File: src/rtl/mc_controller_if.sv
// Control bus between the multicycle MIPS control FSM and its datapath.
// The master side is the controller. It reads the IR fields and the zero flag and drives every select and strobe.
interface mc_controller_if;
  logic [5:0] opcode;
  logic [5:0] funct;
  logic       alu_zero;
  logic       branch_zero;
  logic       pc_write;
  logic       pc_write_cond;
  logic [1:0] pc_src;
  logic       IorD;
  logic       mem_read;
  logic       mem_write;
  logic       ir_write;
  logic [1:0] reg_dst;
  logic       mem_to_reg;
  logic       reg_write;
  logic       alu_src_a;
  logic [1:0] alu_src_b;
  logic [2:0] alu_ctrl;
  logic       instr_done;
  logic       illegal_op;
  logic [3:0] state_dbg;

  modport master (
    input  opcode, funct, alu_zero,
    output branch_zero, pc_write, pc_write_cond, pc_src, IorD, mem_read, mem_write,
           ir_write, reg_dst, mem_to_reg, reg_write, alu_src_a, alu_src_b, alu_ctrl,
           instr_done, illegal_op, state_dbg
  );
  modport slave (
    output opcode, funct, alu_zero,
    input  branch_zero, pc_write, pc_write_cond, pc_src, IorD, mem_read, mem_write,
           ir_write, reg_dst, mem_to_reg, reg_write, alu_src_a, alu_src_b, alu_ctrl,
           instr_done, illegal_op, state_dbg
  );
endinterface

File: src/rtl/mc_controller.sv
// Multicycle MIPS control FSM (Moore). The outputs decode the state register plus the IR fields held by the datapath.
// alu_zero is used combinationally for the branch condition.
module mc_controller #(
  parameter logic [2:0] ALU_ADD = 3'b010,
  parameter logic [2:0] ALU_SUB = 3'b110,
  parameter logic [2:0] ALU_AND = 3'b000,
  parameter logic [2:0] ALU_OR  = 3'b001,
  parameter logic [2:0] ALU_SLT = 3'b111
) (
  input  logic              clk,
  input  logic              rst,
  mc_controller_if.master   bus
);
  typedef enum logic [3:0] {
    S_IDLE = 4'd0, S_FETCH = 4'd1, S_DECODE = 4'd2, S_MEM_ADR = 4'd3, S_MEM_RD = 4'd4,
    S_MEM_WB = 4'd5, S_MEM_WR = 4'd6, S_R_EXEC = 4'd7, S_R_WB = 4'd8, S_BRANCH = 4'd9,
    S_I_EXEC = 4'd10, S_I_WB = 4'd11, S_JUMP = 4'd12, S_JR = 4'd13
  } state_t;

  localparam logic [5:0] OP_R = 6'b000000, OP_LW = 6'b100011, OP_SW = 6'b101011,
                         OP_BEQ = 6'b000100, OP_BNE = 6'b000101, OP_ADDI = 6'b001000,
                         OP_SLTI = 6'b001010, OP_J = 6'b000010;
  localparam logic [5:0] F_JR = 6'b001000, F_ADD = 6'b100000, F_SUB = 6'b100010,
                         F_AND = 6'b100100, F_OR = 6'b100101, F_SLT = 6'b101010;

  state_t state_q, state_d, dec_nxt;

  // An unsupported opcode or funct sends DECODE back to FETCH.
  always_comb begin
    dec_nxt = S_FETCH;
    case (bus.opcode)
      OP_LW, OP_SW:     dec_nxt = S_MEM_ADR;
      OP_BEQ, OP_BNE:   dec_nxt = S_BRANCH;
      OP_ADDI, OP_SLTI: dec_nxt = S_I_EXEC;
      OP_J:             dec_nxt = S_JUMP;
      OP_R: begin
        case (bus.funct)
          F_JR:                             dec_nxt = S_JR;
          F_ADD, F_SUB, F_AND, F_OR, F_SLT: dec_nxt = S_R_EXEC;
          default:                          dec_nxt = S_FETCH;
        endcase
      end
      default: dec_nxt = S_FETCH;
    endcase
  end

  always_comb begin
    case (state_q)
      S_IDLE:    state_d = S_FETCH;
      S_FETCH:   state_d = S_DECODE;
      S_DECODE:  state_d = dec_nxt;
      S_MEM_ADR: state_d = (bus.opcode == OP_SW) ? S_MEM_WR : S_MEM_RD;
      S_MEM_RD:  state_d = S_MEM_WB;
      S_R_EXEC:  state_d = S_R_WB;
      S_I_EXEC:  state_d = S_I_WB;
      default:   state_d = S_FETCH;
    endcase
  end

  always_ff @(posedge clk or negedge rst) begin
    if (!rst) state_q <= S_IDLE;
    else      state_q <= state_d;
  end

  always_comb begin
    bus.branch_zero   = 1'b0;
    bus.pc_write      = 1'b0;
    bus.pc_write_cond = 1'b0;
    bus.pc_src        = 2'b00;
    bus.IorD          = 1'b0;
    bus.mem_read      = 1'b0;
    bus.mem_write     = 1'b0;
    bus.ir_write      = 1'b0;
    bus.reg_dst       = 2'b00;
    bus.mem_to_reg    = 1'b0;
    bus.reg_write     = 1'b0;
    bus.alu_src_a     = 1'b0;
    bus.alu_src_b     = 2'b00;
    bus.alu_ctrl      = ALU_AND;
    bus.instr_done    = 1'b0;
    bus.illegal_op    = 1'b0;
    case (state_q)
      S_FETCH: begin
        bus.mem_read = 1'b1; bus.ir_write = 1'b1; bus.pc_write = 1'b1;
        bus.alu_src_b = 2'b01; bus.alu_ctrl = ALU_ADD;
      end
      S_DECODE: begin
        bus.alu_src_b = 2'b11; bus.alu_ctrl = ALU_ADD;
        bus.illegal_op = (dec_nxt == S_FETCH);
      end
      S_MEM_ADR: begin
        bus.alu_src_a = 1'b1; bus.alu_src_b = 2'b10; bus.alu_ctrl = ALU_ADD;
      end
      S_MEM_RD: begin
        bus.IorD = 1'b1; bus.mem_read = 1'b1;
      end
      S_MEM_WB: begin
        bus.mem_to_reg = 1'b1; bus.reg_write = 1'b1; bus.instr_done = 1'b1;
      end
      S_MEM_WR: begin
        bus.IorD = 1'b1; bus.mem_write = 1'b1; bus.instr_done = 1'b1;
      end
      S_R_EXEC: begin
        bus.alu_src_a = 1'b1;
        case (bus.funct)
          F_SUB:   bus.alu_ctrl = ALU_SUB;
          F_AND:   bus.alu_ctrl = ALU_AND;
          F_OR:    bus.alu_ctrl = ALU_OR;
          F_SLT:   bus.alu_ctrl = ALU_SLT;
          default: bus.alu_ctrl = ALU_ADD;
        endcase
      end
      S_R_WB: begin
        bus.reg_dst = 2'b01; bus.reg_write = 1'b1; bus.instr_done = 1'b1;
      end
      S_BRANCH: begin
        bus.alu_src_a = 1'b1; bus.alu_ctrl = ALU_SUB;
        bus.pc_write_cond = 1'b1; bus.pc_src = 2'b10; bus.instr_done = 1'b1;
        bus.branch_zero = (bus.opcode == OP_BNE) ? ~bus.alu_zero : bus.alu_zero;
      end
      S_I_EXEC: begin
        bus.alu_src_a = 1'b1; bus.alu_src_b = 2'b10;
        bus.alu_ctrl = (bus.opcode == OP_SLTI) ? ALU_SLT : ALU_ADD;
      end
      S_I_WB: begin
        bus.reg_write = 1'b1; bus.instr_done = 1'b1;
      end
      S_JUMP: begin
        bus.pc_write = 1'b1; bus.pc_src = 2'b01; bus.instr_done = 1'b1;
      end
      S_JR: begin
        bus.pc_write = 1'b1; bus.pc_src = 2'b11; bus.instr_done = 1'b1;
      end
      default: ;
    endcase
  end

  assign bus.state_dbg = state_q;
endmodule

File: src/flat_wrapper.sv
// flat-port wrapper written by rule: the top's interface ports become plain ports
module mc_controller_flat 
#(
  parameter logic [2:0] ALU_ADD = 3'b010,
  parameter logic [2:0] ALU_SUB = 3'b110,
  parameter logic [2:0] ALU_AND = 3'b000,
  parameter logic [2:0] ALU_OR  = 3'b001,
  parameter logic [2:0] ALU_SLT = 3'b111
)
  (clk, rst, bus_opcode, bus_funct, bus_alu_zero, bus_branch_zero, bus_pc_write, bus_pc_write_cond, bus_pc_src, bus_IorD, bus_mem_read, bus_mem_write, bus_ir_write, bus_reg_dst, bus_mem_to_reg, bus_reg_write, bus_alu_src_a, bus_alu_src_b, bus_alu_ctrl, bus_instr_done, bus_illegal_op, bus_state_dbg);
  mc_controller_if bus_i ();
  input  logic clk;
  input  logic rst;
  input wire logic [$bits(bus_i.opcode)-1:0] bus_opcode;
  input wire logic [$bits(bus_i.funct)-1:0] bus_funct;
  input wire logic [$bits(bus_i.alu_zero)-1:0] bus_alu_zero;
  output wire logic [$bits(bus_i.branch_zero)-1:0] bus_branch_zero;
  output wire logic [$bits(bus_i.pc_write)-1:0] bus_pc_write;
  output wire logic [$bits(bus_i.pc_write_cond)-1:0] bus_pc_write_cond;
  output wire logic [$bits(bus_i.pc_src)-1:0] bus_pc_src;
  output wire logic [$bits(bus_i.IorD)-1:0] bus_IorD;
  output wire logic [$bits(bus_i.mem_read)-1:0] bus_mem_read;
  output wire logic [$bits(bus_i.mem_write)-1:0] bus_mem_write;
  output wire logic [$bits(bus_i.ir_write)-1:0] bus_ir_write;
  output wire logic [$bits(bus_i.reg_dst)-1:0] bus_reg_dst;
  output wire logic [$bits(bus_i.mem_to_reg)-1:0] bus_mem_to_reg;
  output wire logic [$bits(bus_i.reg_write)-1:0] bus_reg_write;
  output wire logic [$bits(bus_i.alu_src_a)-1:0] bus_alu_src_a;
  output wire logic [$bits(bus_i.alu_src_b)-1:0] bus_alu_src_b;
  output wire logic [$bits(bus_i.alu_ctrl)-1:0] bus_alu_ctrl;
  output wire logic [$bits(bus_i.instr_done)-1:0] bus_instr_done;
  output wire logic [$bits(bus_i.illegal_op)-1:0] bus_illegal_op;
  output wire logic [$bits(bus_i.state_dbg)-1:0] bus_state_dbg;
  assign bus_i.opcode = bus_opcode;
  assign bus_i.funct = bus_funct;
  assign bus_i.alu_zero = bus_alu_zero;
  assign bus_branch_zero = bus_i.branch_zero;
  assign bus_pc_write = bus_i.pc_write;
  assign bus_pc_write_cond = bus_i.pc_write_cond;
  assign bus_pc_src = bus_i.pc_src;
  assign bus_IorD = bus_i.IorD;
  assign bus_mem_read = bus_i.mem_read;
  assign bus_mem_write = bus_i.mem_write;
  assign bus_ir_write = bus_i.ir_write;
  assign bus_reg_dst = bus_i.reg_dst;
  assign bus_mem_to_reg = bus_i.mem_to_reg;
  assign bus_reg_write = bus_i.reg_write;
  assign bus_alu_src_a = bus_i.alu_src_a;
  assign bus_alu_src_b = bus_i.alu_src_b;
  assign bus_alu_ctrl = bus_i.alu_ctrl;
  assign bus_instr_done = bus_i.instr_done;
  assign bus_illegal_op = bus_i.illegal_op;
  assign bus_state_dbg = bus_i.state_dbg;
  mc_controller #(.ALU_ADD(ALU_ADD), .ALU_SUB(ALU_SUB), .ALU_AND(ALU_AND), .ALU_OR(ALU_OR), .ALU_SLT(ALU_SLT)) u_core (.clk(clk), .rst(rst), .bus(bus_i));
endmodule
File: config.mk
export PLATFORM = sky130hd
export DESIGN_NAME = mc_controller_flat
export DESIGN_NICKNAME = d
export VERILOG_FILES = /design/src/rtl/mc_controller_if.sv /design/src/rtl/mc_controller.sv /design/src/flat_wrapper.sv
export SDC_FILE = /design/constraint.sdc
export NUM_CORES = 1
export LEC_CHECK = 0
export CORE_MARGIN = 4
export CORE_UTILIZATION = 40
export CTS_CLUSTER_DIAMETER = 100
export CTS_CLUSTER_SIZE = 40
export DETAILED_ROUTE_END_ITERATION = 10
export HOLD_SLACK_MARGIN = 0.12
export MAX_ROUTING_LAYER = met4
export PLACE_DENSITY_LB_ADDON = 0.25
export SKIP_CTS_REPAIR_TIMING = 1
export SLEW_MARGIN = 20
export SYNTH_ARGS = -nofsm -noshare
export SYNTH_HDL_FRONTEND = slang
export SYNTH_SLANG_ARGS = --single-unit
export TNS_END_PERCENT = 1
File: constraint.sdc
create_clock -name clk -period 5.2 [get_ports clk]
set_clock_uncertainty 0.2 [all_clocks]
set_input_delay 1.56 -clock clk [delete_from_list [all_inputs] [get_ports clk]]
set_output_delay 1.56 -clock clk [all_outputs]
set_load 0.05 [all_outputs]
* Yosys cells after proc, flatten, opt, wreduce, memory -nomap -nowiden
Index checks and enable logic that the tools add are counted.
** Word-level totals
- Logic and storage cells :: 65
- Latch bits :: 0
- Memories kept :: 0
- RAM bits :: 0
- Input bits :: 15
- Flip-flop bits (word level) :: 4
- Output and inout bits :: 25
- Memory bits (read-only) :: 0
** Operators by class
- Bitwise gates (word level) :: 1
- Equal/unequal tests :: 27
- Reduce and logical (&&, ||, !) cells :: 13
- Div/mod/pow operators :: 0
- Multiply operators :: 0
- Shift operators :: 0
- Add/subtract/negate cells :: 0
- Multiplexer cells :: 23
- $lt $le $gt $ge :: 0
** Operators with widths (count)
- $eq 6x6->1 const B :: 7
- $eq 4x4->1 const B :: 6
- $pmux 3 s4 :: 2
- $pmux 4 s6 :: 1
- $pmux 4 s5 :: 1
- $eq 6x4->1 const B :: 3
- $eq 4x3->1 const B :: 4
- $mux 1 :: 14
- $eq 6x3->1 const B :: 2
- $pmux 2 s3 :: 2
- $reduce_or 2->1 :: 6
- $reduce_or 3->1 :: 3
- $eq 4x1->1 const B :: 2
- $eq 4x2->1 const B :: 2
- $pmux 4 s2 :: 1
- $reduce_or 7->1 :: 1
- $eq 6x2->1 const B :: 1
- $logic_not 6->1 :: 1
- $reduce_or 5->1 :: 1
- $reduce_or 4->1 :: 1
- $mux 3 :: 1
- $mux 2 :: 1
- $not 1->1 :: 1

* Depth between registers and ports, before layout
Gate-level depths: netlist of the first run.
- Word-level depth :: 6
- Gate-level depth with buffers :: 5
- Gate-level depth less buffers :: 4

* Least setup slack after synthesis of the first run
No wires, ideal clock.
- Kind :: input-to-output
- Start :: in bus_funct[1]
- End :: out bus_alu_ctrl[0]
- Arrival time :: 3.452 ns
- Path buffers :: 0
- Path slack :: -0.012 ns
- Stages :: 4
- Data required time :: 3.440 ns
- Cell sequence :: nand2b_1 > nor2_1 > a32oi_1 > o41ai_1
** Between the ends
- Word-level cells in the longest chain between the ends :: 3
- Elaborated cells on any way between the ends :: 6
- Those cells by class :: eq/ne (4); mux (2)
** Ends and longest elaborated chain
- from (decl) :: line flat_wrapper.sv:15 : input wire logic [$bits(bus_i.funct)-1:0] bus_funct;
- $eq 6x6->1 :: line mc_controller.sv:105 : case (bus.funct)
- $pmux 3 s4 * :: line mc_controller.sv:105
- $pmux 3 s4 * :: line mc_controller.sv:82 : case (state_q)
- to (decl) :: line flat_wrapper.sv:30 : output wire logic [$bits(bus_i.alu_ctrl)-1:0] bus_alu_ctrl;
Mark *: on every way between the ends. The rest lies on a longest branch, timed or not.

* Final worst setup path of the first run
- Start :: in bus_opcode[2]
- End :: out bus_illegal_op
** Between the ends
- Word-level cells in the longest chain between the ends :: 5
- Elaborated cells on any way between the ends :: 14
- Those cells by class :: eq/ne (8); mux (2); reduce/logical (4)
** Ends and longest elaborated chain
- from (decl) :: line flat_wrapper.sv:14 : input wire logic [$bits(bus_i.opcode)-1:0] bus_opcode;
- $eq 6x4->1 (tied with other cells) :: line mc_controller.sv:31 : case (bus.opcode)
- $reduce_or 2->1 :: line mc_controller.sv:31
- $pmux 4 s5 * :: line mc_controller.sv:31
- $eq 4x1->1 * :: line mc_controller.sv:89 : bus.illegal_op = (dec_nxt == S_FETCH);
- $mux 1 * :: line mc_controller.sv:82
- to (decl) :: line flat_wrapper.sv:32 : output wire logic [$bits(bus_i.illegal_op)-1:0] bus_illegal_op;
Marks and branches as above.

==> impl_metrics.json, run 1 <==
{
  "setup_viol": 0,
  "largest_register_ffs": 4,
  "num_vias": 850,
  "vdd_drop_max_uv": 454.8,
  "grt_usage_pct": 18.28,
  "drc_errors": 0,
  "period_share_pct": 98.44,
  "synth_edf_count": 0,
  "r2r-start": "u_core.bus.state_dbg[0]",
  "fin_setup_tns_ns": 0,
  "area_growth_pct": 68.04,
  "multiInputGateArea_um2": 533.0,
  "yosysUniqueCellTypes": 46,
  "clock-sinks": 4,
  "stdcell_count": 142,
  "clock_latency_ns": 0.24,
  "ys.flop_type": "dfrtp_1",
  "regToRegSetupSlack_ns": 3.46,
  "final_cell_mix": "33 x clkdlybuf4s50_1, 13 x nor2_1, 8 x nand2b_1, 5 x nor3_1, 5 x buf_12",
  "seq_area_um2": 100.1,
  "hold_depth": 1,
  "arrival_ns": 3.36,
  "crit_required_ns": 3.44,
  "wirelength_um": 2112,
  "worstMarginPinSlew_ns": 0.5818,
  "ys_seq_elements": 4,
  "num_rows": 14,
  "synth-compound-area-share_pct": 29.91,
  "cp-start-kind": "primary input",
  "final_common_cell": "clkdlybuf4s50_1",
  "synth_fa_ha_area_share_pct": 0,
  "via_per_inst": 5.986,
  "io_buffers": 38,
  "antenna_found_initial": 0,
  "core_area_mm2": 0.001541,
  "hold-path-endpoint": "u_core.bus.state_dbg[2]",
  "crit_path_end_kind": "output port",
  "crit_path_max_fanout": 6,
  "layout-drive-gt1-share_pct": 14.29,
  "min_period_ns": 5.119,
  "die_x_um": 48.91,
  "initial_core_util_pct": 43.43,
  "num-fill-cells": 142,
  "synth_simple_gate_area_share_pct": 37.94,
  "grt-ovfl-total": 0,
  "drtAntennaViolNets": 0,
  "grt_pass1_wl_um": 3374,
  "cp-startpoint": "bus_opcode[2]",
  "maxSlewHeadroom_pct": 61.21,
  "reg2reg_depth": 4,
  "synth_xor_area_share_pct": 3.925,
  "cts_tree": "done",
  "drtIter0Drc": 16,
  "final_nets": 143,
  "hold_path_class": "reg -> reg",
  "drv_slew": 0,
  "reg2reg_to": "u_core.bus.state_dbg[1]",
  "syn_area_um2": 669.4,
  "cts_buffers": 3,
  "clk_pin_slew_ns": 0.04,
  "place_inst": 139,
  "status": "completed",
  "min_from": "u_core.bus.state_dbg[3]",
  "cap_violations": 0,
  "yosysSeqAreaShare_pct": 14.95,
  "synth_top_family_by_area": "simple AND/OR/NAND/NOR gates",
  "yosysWarnings": 0,
  "avgSynthCellArea_um2": 7.356,
  "fmax_mhz": 195.4,
  "synth_nets": 106,
  "dr.pass1.iters": 4,
  "io_pins": 40,
  "h-tree-depth": 1,
  "grt_max_degree": 20,
  "routabilityCongestion": 0.8561,
  "synth-async-reset-ratio_pct": 100.0,
  "power.leakage_nw": 0.4364,
  "crit_type": "in -> out",
  "dieArea_mm2": 0.002392,
  "power_density_mw_per_mm2": 583.6,
  "synthMuxAreaShare_pct": 6.168,
  "antenna_cells": 0,
  "cts-root-buf": "clkbuf_4",
  "rsz0062_at_grt": "no",
  "hold_slack_ns": 0.6571,
  "clockBufferDepth": 2,
  "finalHoldViolations": 0,
  "wl_per_cell_um": 14.87,
  "syn_inst": 91,
  "die_h_um": 48.91,
  "post-dp-hpwl_um": 1669,
  "grt_pass1_vias": 803
}
## cells by family after synthesis
kind of cell	count (synthesis)
AOI/OAI and AO/OA	24
muxes	4
other	1
DFF	4
and+or+nand+nor	45
xor gates and xnor gates	3
buffers and inverters	10
## how the worst max path moves through the flow
stage                     end  slack [ns]  cells past startpoint
2_1_floorplan  bus_illegal_op        0.25                      4
3_5_place_dp   bus_illegal_op         0.1                      6
5_1_grt        bus_illegal_op       0.004                      6
6_report       bus_illegal_op        0.08                      6
3_3_place_gp   bus_illegal_op        0.13                      6
4_1_cts        bus_illegal_op        0.07                      6
## final cells by class
cell class,count,share of cell area [%]
Multi-Input combinational cell,77,47.39
Timing Repair Buffer,39,38.93
Sequential cell,4,8.899
Clock buffer,3,2.002
Tap cell,16,1.780
Inverter,3,1.001
## synthesized netlist by cell type (2+ instances only)
| cell | number | area, µm² |
|---|---|---|
| a21o_1 | 2 | 15.01 |
| a22o_1 | 2 | 17.52 |
| a31oi_1 | 2 | 12.51 |
| buf_2 | 2 | 10.01 |
| clkbuf_1 | 3 | 11.26 |
| dfrtp_1 | 4 | 100.1 |
| inv_1 | 3 | 11.26 |
| mux2i_1 | 3 | 30.03 |
| nand2_1 | 4 | 15.01 |
| nand2b_1 | 8 | 50.05 |
| nand4_1 | 2 | 12.51 |
| nor2_1 | 13 | 48.80 |
| nor3_1 | 5 | 25.02 |
| nor4_1 | 3 | 18.77 |
| o31ai_1 | 2 | 15.01 |
| or2_2 | 2 | 12.51 |
| xor2_1 | 2 | 17.52 |
## where the power goes
part	internal (W)	switching, W
sequential	0.0000417	0.0000526
combinational	0.000203	0.000320
clock	0.0000259	0.0000134
## critical path, stage by stage
cell and delay [ns]:
clkdlybuf4s50_1 0.57, and4bb_1 0.23, a22o_1 0.18, a31o_1 0.21, a2111oi_2 0.41, buf_12 0.20
## metal layers
metal	up-vias	GRT usage [%]	share of wire, %
li1	416	-	-
met1	384	18.57	41
met2	44	30.87	49
met3	6	3.058	7.1
met4	0	13.90	2.7
met5	-	-	0
## metrics by stage
stage	area (µm²)	power, W	setup WS, ns	utilization, %
after floorplan	676.9	0.0004431	0.2463	-
final	1125	0.0006565	0.08129	72.97
after detailed placement	1102	0.0006200	0.09544	71.51
after global routing	1125	0.0006938	0.004335	72.97
after CTS	1125	0.0006616	0.07319	72.97
after global placement	1102	0.0006156	0.1339	71.51
Power figures use the tool's default switching activity.
==> run 2: changes to the inputs <==
--- a/config.mk
+++ b/config.mk
@@ -13,6 +13,7 @@
 export HOLD_SLACK_MARGIN = 0.12
 export MAX_ROUTING_LAYER = met4
 export PLACE_DENSITY_LB_ADDON = 0.25
+export RECOVER_POWER = 25
 export SKIP_CTS_REPAIR_TIMING = 1
 export SLEW_MARGIN = 20
 export SYNTH_ARGS = -nofsm -noshare
==> run 2 against run 1 <==
Net effect: global-route usage unchanged; core utilization unchanged; final area unchanged; register-to-register slack about the same; power about the same; sequential share of layout area unchanged; sequential cell count unchanged; sequential power about the same; clock power about the same; wire length unchanged; combinational power about the same; critical path type unchanged; largest cell class unchanged; largest power group unchanged; highest routed layer unchanged.
==> impl_metrics.json, run 2 (synthesis results as in run 1) <==
{
  "io_buffers": 38,
  "layout-drive-gt1-share_pct": 14.29,
  "worstMarginPinSlew_ns": 0.5889,
  "cts-root-buf": "clkbuf_4",
  "dr.pass1.iters": 4,
  "hold_path_class": "reg -> reg",
  "p_switching_w": 0.0003867,
  "drv_slew": 0,
  "stdcell_count": 142,
  "cts_buffers": 3,
  "final_cell_mix": "31 x clkdlybuf4s50_1, 13 x nor2_1, 8 x nand2b_1, 5 x nor3_1, 5 x buf_12",
  "crit_required_ns": 3.44,
  "clock_power_share_pct": 6.0,
  "crit_chain": "clkdlybuf4s50_1 -> and4bb_1 -> a22o_1 -> a31o_1 -> a2111oi_2 -> buf_12",
  "area_growth_pct": 68.04,
  "drtAntennaViolNets": 0,
  "crit_buf_inv": 2,
  "core_area_mm2": 0.001541,
  "die_x_um": 48.91,
  "vdd_drop_max_uv": 455.5,
  "finalHoldViolations": 0,
  "power.internal_w": 0.0002700,
  "num_vias": 856,
  "wl_per_cell_um": 14.87,
  "grt_pass1_wl_um": 3374,
  "arrival_ns": 3.36,
  "antenna_found_initial": 0,
  "min_period_ns": 5.121,
  "clockBufferDepth": 2,
  "post-dp-hpwl_um": 1669,
  "rsz0062_at_grt": "no",
  "clock-sinks": 4,
  "fin_setup_tns_ns": 0,
  "grt-ovfl-total": 0,
  "initial_core_util_pct": 43.43,
  "reg2reg_to": "u_core.bus.state_dbg[1]",
  "final_common_cell": "clkdlybuf4s50_1",
  "num_rows": 14,
  "grt_max_degree": 20,
  "total_power_w": 0.0006567,
  "regToRegSetupSlack_ns": 3.45,
  "p_seq_share_pct": 14.4,
  "cp_slowest_cell": "clkdlybuf4s50_1",
  "antenna_cells": 0,
  "min_from": "u_core.bus.state_dbg[3]",
  "fmax_mhz": 195.3,
  "via_per_inst": 6.028,
  "io_pins": 40,
  "dieArea_mm2": 0.002392,
  "grt_usage_pct": 18.28,
  "wirelength_um": 2112,
  "place_inst": 139,
  "drtIter0Drc": 21,
  "drc_errors": 0,
  "clock_latency_ns": 0.24,
  "setup_viol": 0,
  "hold-path-endpoint": "u_core.bus.state_dbg[2]",
  "clk_pin_slew_ns": 0.04,
  "power.leakage_nw": 0.4363,
  "crit_type": "in -> out",
  "final_nets": 143,
  "grt_pass1_vias": 803,
  "cap_violations": 0,
  "switching_share_pct": 58.89,
  "maxSlewHeadroom_pct": 60.74,
  "status": "completed",
  "routabilityCongestion": 0.8561,
  "r2r-start": "u_core.bus.state_dbg[0]",
  "hold_depth": 1,
  "largest_register_ffs": 4,
  "crit_family": "compound AO/OA/AOI/OAI gates",
  "reg2reg_depth": 4,
  "power_density_mw_per_mm2": 583.9,
  "comb_power_share_pct": 79.6,
  "cp-start-kind": "primary input",
  "die_h_um": 48.91,
  "crit_path_end_kind": "output port",
  "h-tree-depth": 1,
  "cts_tree": "done",
  "critPathMaxStageDelay_ns": 0.57,
  "crit_path_max_fanout": 6,
  "period_share_pct": 98.48
}
==> run 2: cell type report <==
| class | instances | area [µm²] |
|---|---|---|
| clock buffers | 3 | 22.52 |
| well taps | 16 | 20.02 |
| multi-input cells | 77 | 533.0 |
| repair buffers | 39 | 437.9 |
| inverters | 3 | 11.26 |
| fillers | 142 | 416.7 |
| flip-flops and latches | 4 | 100.1 |
==> run 2: worst max path at each step <==
stage,start,endpoint,slack (ns),depth (start not counted)
2_1_floorplan,bus_opcode[4],bus_illegal_op,0.25,4
5_1_grt,bus_opcode[2],bus_illegal_op,0.004,6
3_5_place_dp,bus_opcode[2],bus_illegal_op,0.1,6
3_3_place_gp,bus_opcode[2],bus_illegal_op,0.13,6
6_report,bus_opcode[2],bus_illegal_op,0.08,6
4_1_cts,bus_opcode[2],bus_illegal_op,0.07,6
==> run 2: stage by stage <==
stage | worst slack (ns) | cell area (µm²) | util [%] | hold slack, ns
final | 0.07915 | 1125 | 72.97 | 0.6578
after global routing | 0.004336 | 1125 | 72.97 | 0.7029
after CTS | 0.07319 | 1125 | 72.97 | 0.6449
after detailed placement | 0.09544 | 1102 | 71.51 | 0.6382
after global placement | 0.1339 | 1102 | 71.51 | 0.6225
after floorplan | 0.2463 | 676.9 | - | 0.8085
==> run 2: per-layer routing <==
layer	up-vias	wire [µm]	global-route usage (%)
met5	-	0	-
met4	0	63	13.90
met3	8	139	3.058
met2	42	1047	30.87
met1	389	860	18.57
li1	417	-	-
==> run 2: power by group through the flow <==
stage	Sequential, W	Combinational, W	Clock [W]
floorplan	0.0000908	0.000352	0
global placement	0.0000934	0.000522	0
detailed placement	0.0000940	0.000526	0
CTS	0.0000937	0.000527	0.0000411
global route	0.000101	0.000547	0.0000453
finish	0.0000945	0.000523	0.0000393
==> run 3: changes to the inputs <==
--- a/config.mk
+++ b/config.mk
@@ -5,8 +5,9 @@
 export SDC_FILE = /design/constraint.sdc
 export NUM_CORES = 1
 export LEC_CHECK = 0
+export ABC_AREA = 1
 export CORE_MARGIN = 4
-export CORE_UTILIZATION = 40
+export CORE_UTILIZATION = 39
 export CTS_CLUSTER_DIAMETER = 100
 export CTS_CLUSTER_SIZE = 40
 export DETAILED_ROUTE_END_ITERATION = 10
==> run 3 against run 2 <==
Net effect: critical path depth rose by 6; clock power fell by 3%; final area fell by 1.7%; core utilization fell by 2.0 points; combinational power fell by 1%; count of clock-buffer cells in the layout did not move; cell count rose by 27%; via count rose by 7.1%; largest power group unchanged; highest routed layer unchanged.
==> impl_metrics.json, run 3 <==
{
  "synth_nets": 139,
  "num_rows": 14,
  "dpl_cell_area_mm2": 0.001089,
  "clockBufferDepth": 2,
  "critPathMaxStageDelay_ns": 0.57,
  "synth_area_leader_cell": "nand2_1",
  "dpl_worst_slack_ns": 0.4134,
  "num-fill-cells": 143,
  "post-dp-hpwl_um": 1838,
  "yosysUniqueCellTypes": 22,
  "via_per_inst": 5.094,
  "antenna_found_initial": 0,
  "status": "completed",
  "finalHoldViolations": 0,
  "drtIter0Drc": 17,
  "grt_max_degree": 7,
  "grt-ovfl-total": 0,
  "crit_type": "in -> out",
  "ys_seq_elements": 4,
  "clock_latency_ns": 0.23,
  "crit_path_end_kind": "output port",
  "cp-start-kind": "primary input",
  "design_area_mm2": 0.001106,
  "crit_buf_inv": 3,
  "period_share_pct": 94.97,
  "grt_pass1_wl_um": 3450,
  "setup_slack_ns": 0.2617,
  "vdd_drop_max_uv": 310.2,
  "die_x_um": 49.08,
  "crit_path_max_fanout": 3,
  "dr.pass1.iters": 4,
  "min_period_ns": 4.938,
  "fin_setup_tns_ns": 0,
  "clock-sinks": 4,
  "die_h_um": 49.08,
  "power.leakage_nw": 0.5579,
  "avgSynthCellArea_um2": 5.308,
  "drv_slew": 0,
  "cp_slowest_cell": "dlygate4sd3_1",
  "synth-async-reset-ratio_pct": 100.0,
  "yosysSeqAreaShare_pct": 15.21,
  "synth_common_cells": "31 x nand2_1, 26 x nor2_1, 18 x inv_1",
  "final_nets": 181,
  "cap_violations": 0,
  "drtAntennaViolNets": 0,
  "cts_tree": "done",
  "reg2reg_depth": 7,
  "dieArea_mm2": 0.002409,
  "cts-root-buf": "clkbuf_4",
  "multiInputGateArea_um2": 462.9,
  "largest_register_ffs": 4,
  "syn_area_um2": 658.1,
  "seq_area_um2": 100.1,
  "total_power_w": 0.0006137,
  "regToRegSetupSlack_ns": 3.78,
  "wl_per_cell_um": 11.78,
  "clk_pin_slew_ns": 0.04,
  "cts_buffers": 3,
  "num_vias": 917,
  "critPathMostFrequentCell": "nand2_1",
  "core_area_mm2": 0.001559,
  "layout-drive-gt1-share_pct": 14.63,
  "min_from": "u_core.bus.state_dbg[0]",
  "synthTopCellsByArea": "nand2_1 18%, dfrtp_1 15%, nor2_1 15%",
  "routabilityCongestion": 0.8712,
  "arrival_ns": 3.18,
  "synth_edf_count": 0,
  "ys.flop_type": "dfrtp_1",
  "io_buffers": 38,
  "antenna_cells": 0,
  "syn_inst": 124,
  "hold_path_class": "reg -> reg",
  "fmax_mhz": 202.5,
  "power_density_mw_per_mm2": 554.9,
  "r2r-start": "u_core.bus.state_dbg[2]",
  "yosys.area.top_type_share_pct": 17.68,
  "maxSlewHeadroom_pct": 65.99,
  "wirelength_um": 2120,
  "setup_viol": 0,
  "crit_chain": "dlygate4sd3_1 -> inv_1 -> nand2_1 -> nor2_1 -> nand2_1 -> nand2_1 -> nor2_1 -> nand2_1 -> nand2_1 -> nand2_2 -> nor2_1 -> buf_12",
  "io_pins": 40,
  "crit_required_ns": 3.44,
  "yosysMostFrequentCell": "nand2_1",
  "grt_pass1_vias": 877,
  "rsz0062_at_grt": "no",
  "reg2reg_to": "u_core.bus.state_dbg[1]",
  "final_cell_mix": "31 x nand2_1, 31 x clkdlybuf4s50_1, 28 x nor2_1, 18 x inv_1, 10 x nand3_1",
  "yosysWarnings": 0,
  "worstMarginPinSlew_ns": 0.5085,
  "hold_depth": 5,
  "h-tree-depth": 1,
  "crit_family": "simple AND/OR/NAND/NOR gates",
  "drc_errors": 0,
  "grt_usage_pct": 18.63,
  "hold-path-endpoint": "u_core.bus.state_dbg[1]",
  "initial_core_util_pct": 42.22,
  "area_growth_pct": 68.06
}
-- run 3: changes by cell type in the layout (fill, tap and decap cells not counted), moves of 4 or more --
cell	change
inv_1	+15
inv_2	+4
nand2_1	+27
nand2b_1	-8
nand3_1	+9
nor2_1	+15
nor2_2	+4
-- run 3: worst register-to-register path, stage by stage (launching register included) --
cell and delay (ns):
dfrtp_1 0.43, nor2_1 0.18, inv_2 0.09, nor2_2 0.12
inv_2 0.07, nor3_2 0.15, nor3_1 0.06, nand2_1 0.07
-- run 3: per-stage QoR --
| stage | hold slack, ns | utilization, % | cells |
|---|---|---|---|
| 6_report | 0.5555 | 70.95 | 180 |
| 2_1_floorplan | 0.7804 | - | 124 |
| 3_5_place_dp | 0.5538 | 69.82 | 177 |
| 5_1_grt | 0.6162 | 70.95 | 180 |
| 4_1_cts | 0.5565 | 71.27 | 180 |
| 3_3_place_gp | 0.5479 | 69.82 | 177 |
-- run 3: worst max-delay path by stage --
stage,from,cells past startpoint,slack [ns],end
after floorplan,bus_funct[5],9,0.70,bus_illegal_op
after global placement,bus_funct[4],12,0.46,bus_illegal_op
after detailed placement,bus_funct[0],12,0.41,bus_illegal_op
after CTS,bus_funct[0],12,0.37,bus_illegal_op
after global routing,bus_funct[0],12,0.15,bus_illegal_op
final,bus_funct[0],12,0.26,bus_illegal_op
-- run 3: cell families (layout without fill, tap and decap cells) --
group	count (synthesis)	after routing	share of synthesized area, %
XOR/XNOR	1	1	1.331
flip-flops	4	4	15.21
AO/OA/AOI/OAI	7	7	6.655
other	1	1	0.5698
AND/OR/NAND/NOR	88	88	62.55
buffers and inverters	23	63	13.69
-- run 3: area by class of cell --
class,instances,share of cell area (%)
timing repair buffer,38,37.78
inverter,22,7.466
multi-input combinational,97,41.86
clock buffer,3,2.036
sequential,4,9.050
tap,16,1.810
-- run 3: per-layer routing --
| layer | GRT usage [%] | up-vias | wire [µm] |
|---|---|---|---|
| li1 | - | 462 | - |
| met1 | 17.46 | 406 | 830 |
| met2 | 35.94 | 47 | 1129 |
| met3 | 3.670 | 2 | 145 |
| met4 | 8.057 | 0 | 14 |
| met5 | - | - | 0 |
-- run 3: power breakdown --
group / total [W] / internal (W) / switching [W]
clock: 0.0000381 / 0.0000258 / 0.0000123
combinational: 0.000516 / 0.000161 / 0.000355
sequential: 0.0000597 / 0.0000429 / 0.0000167
total: 0.000614 / 0.000230 / 0.000384
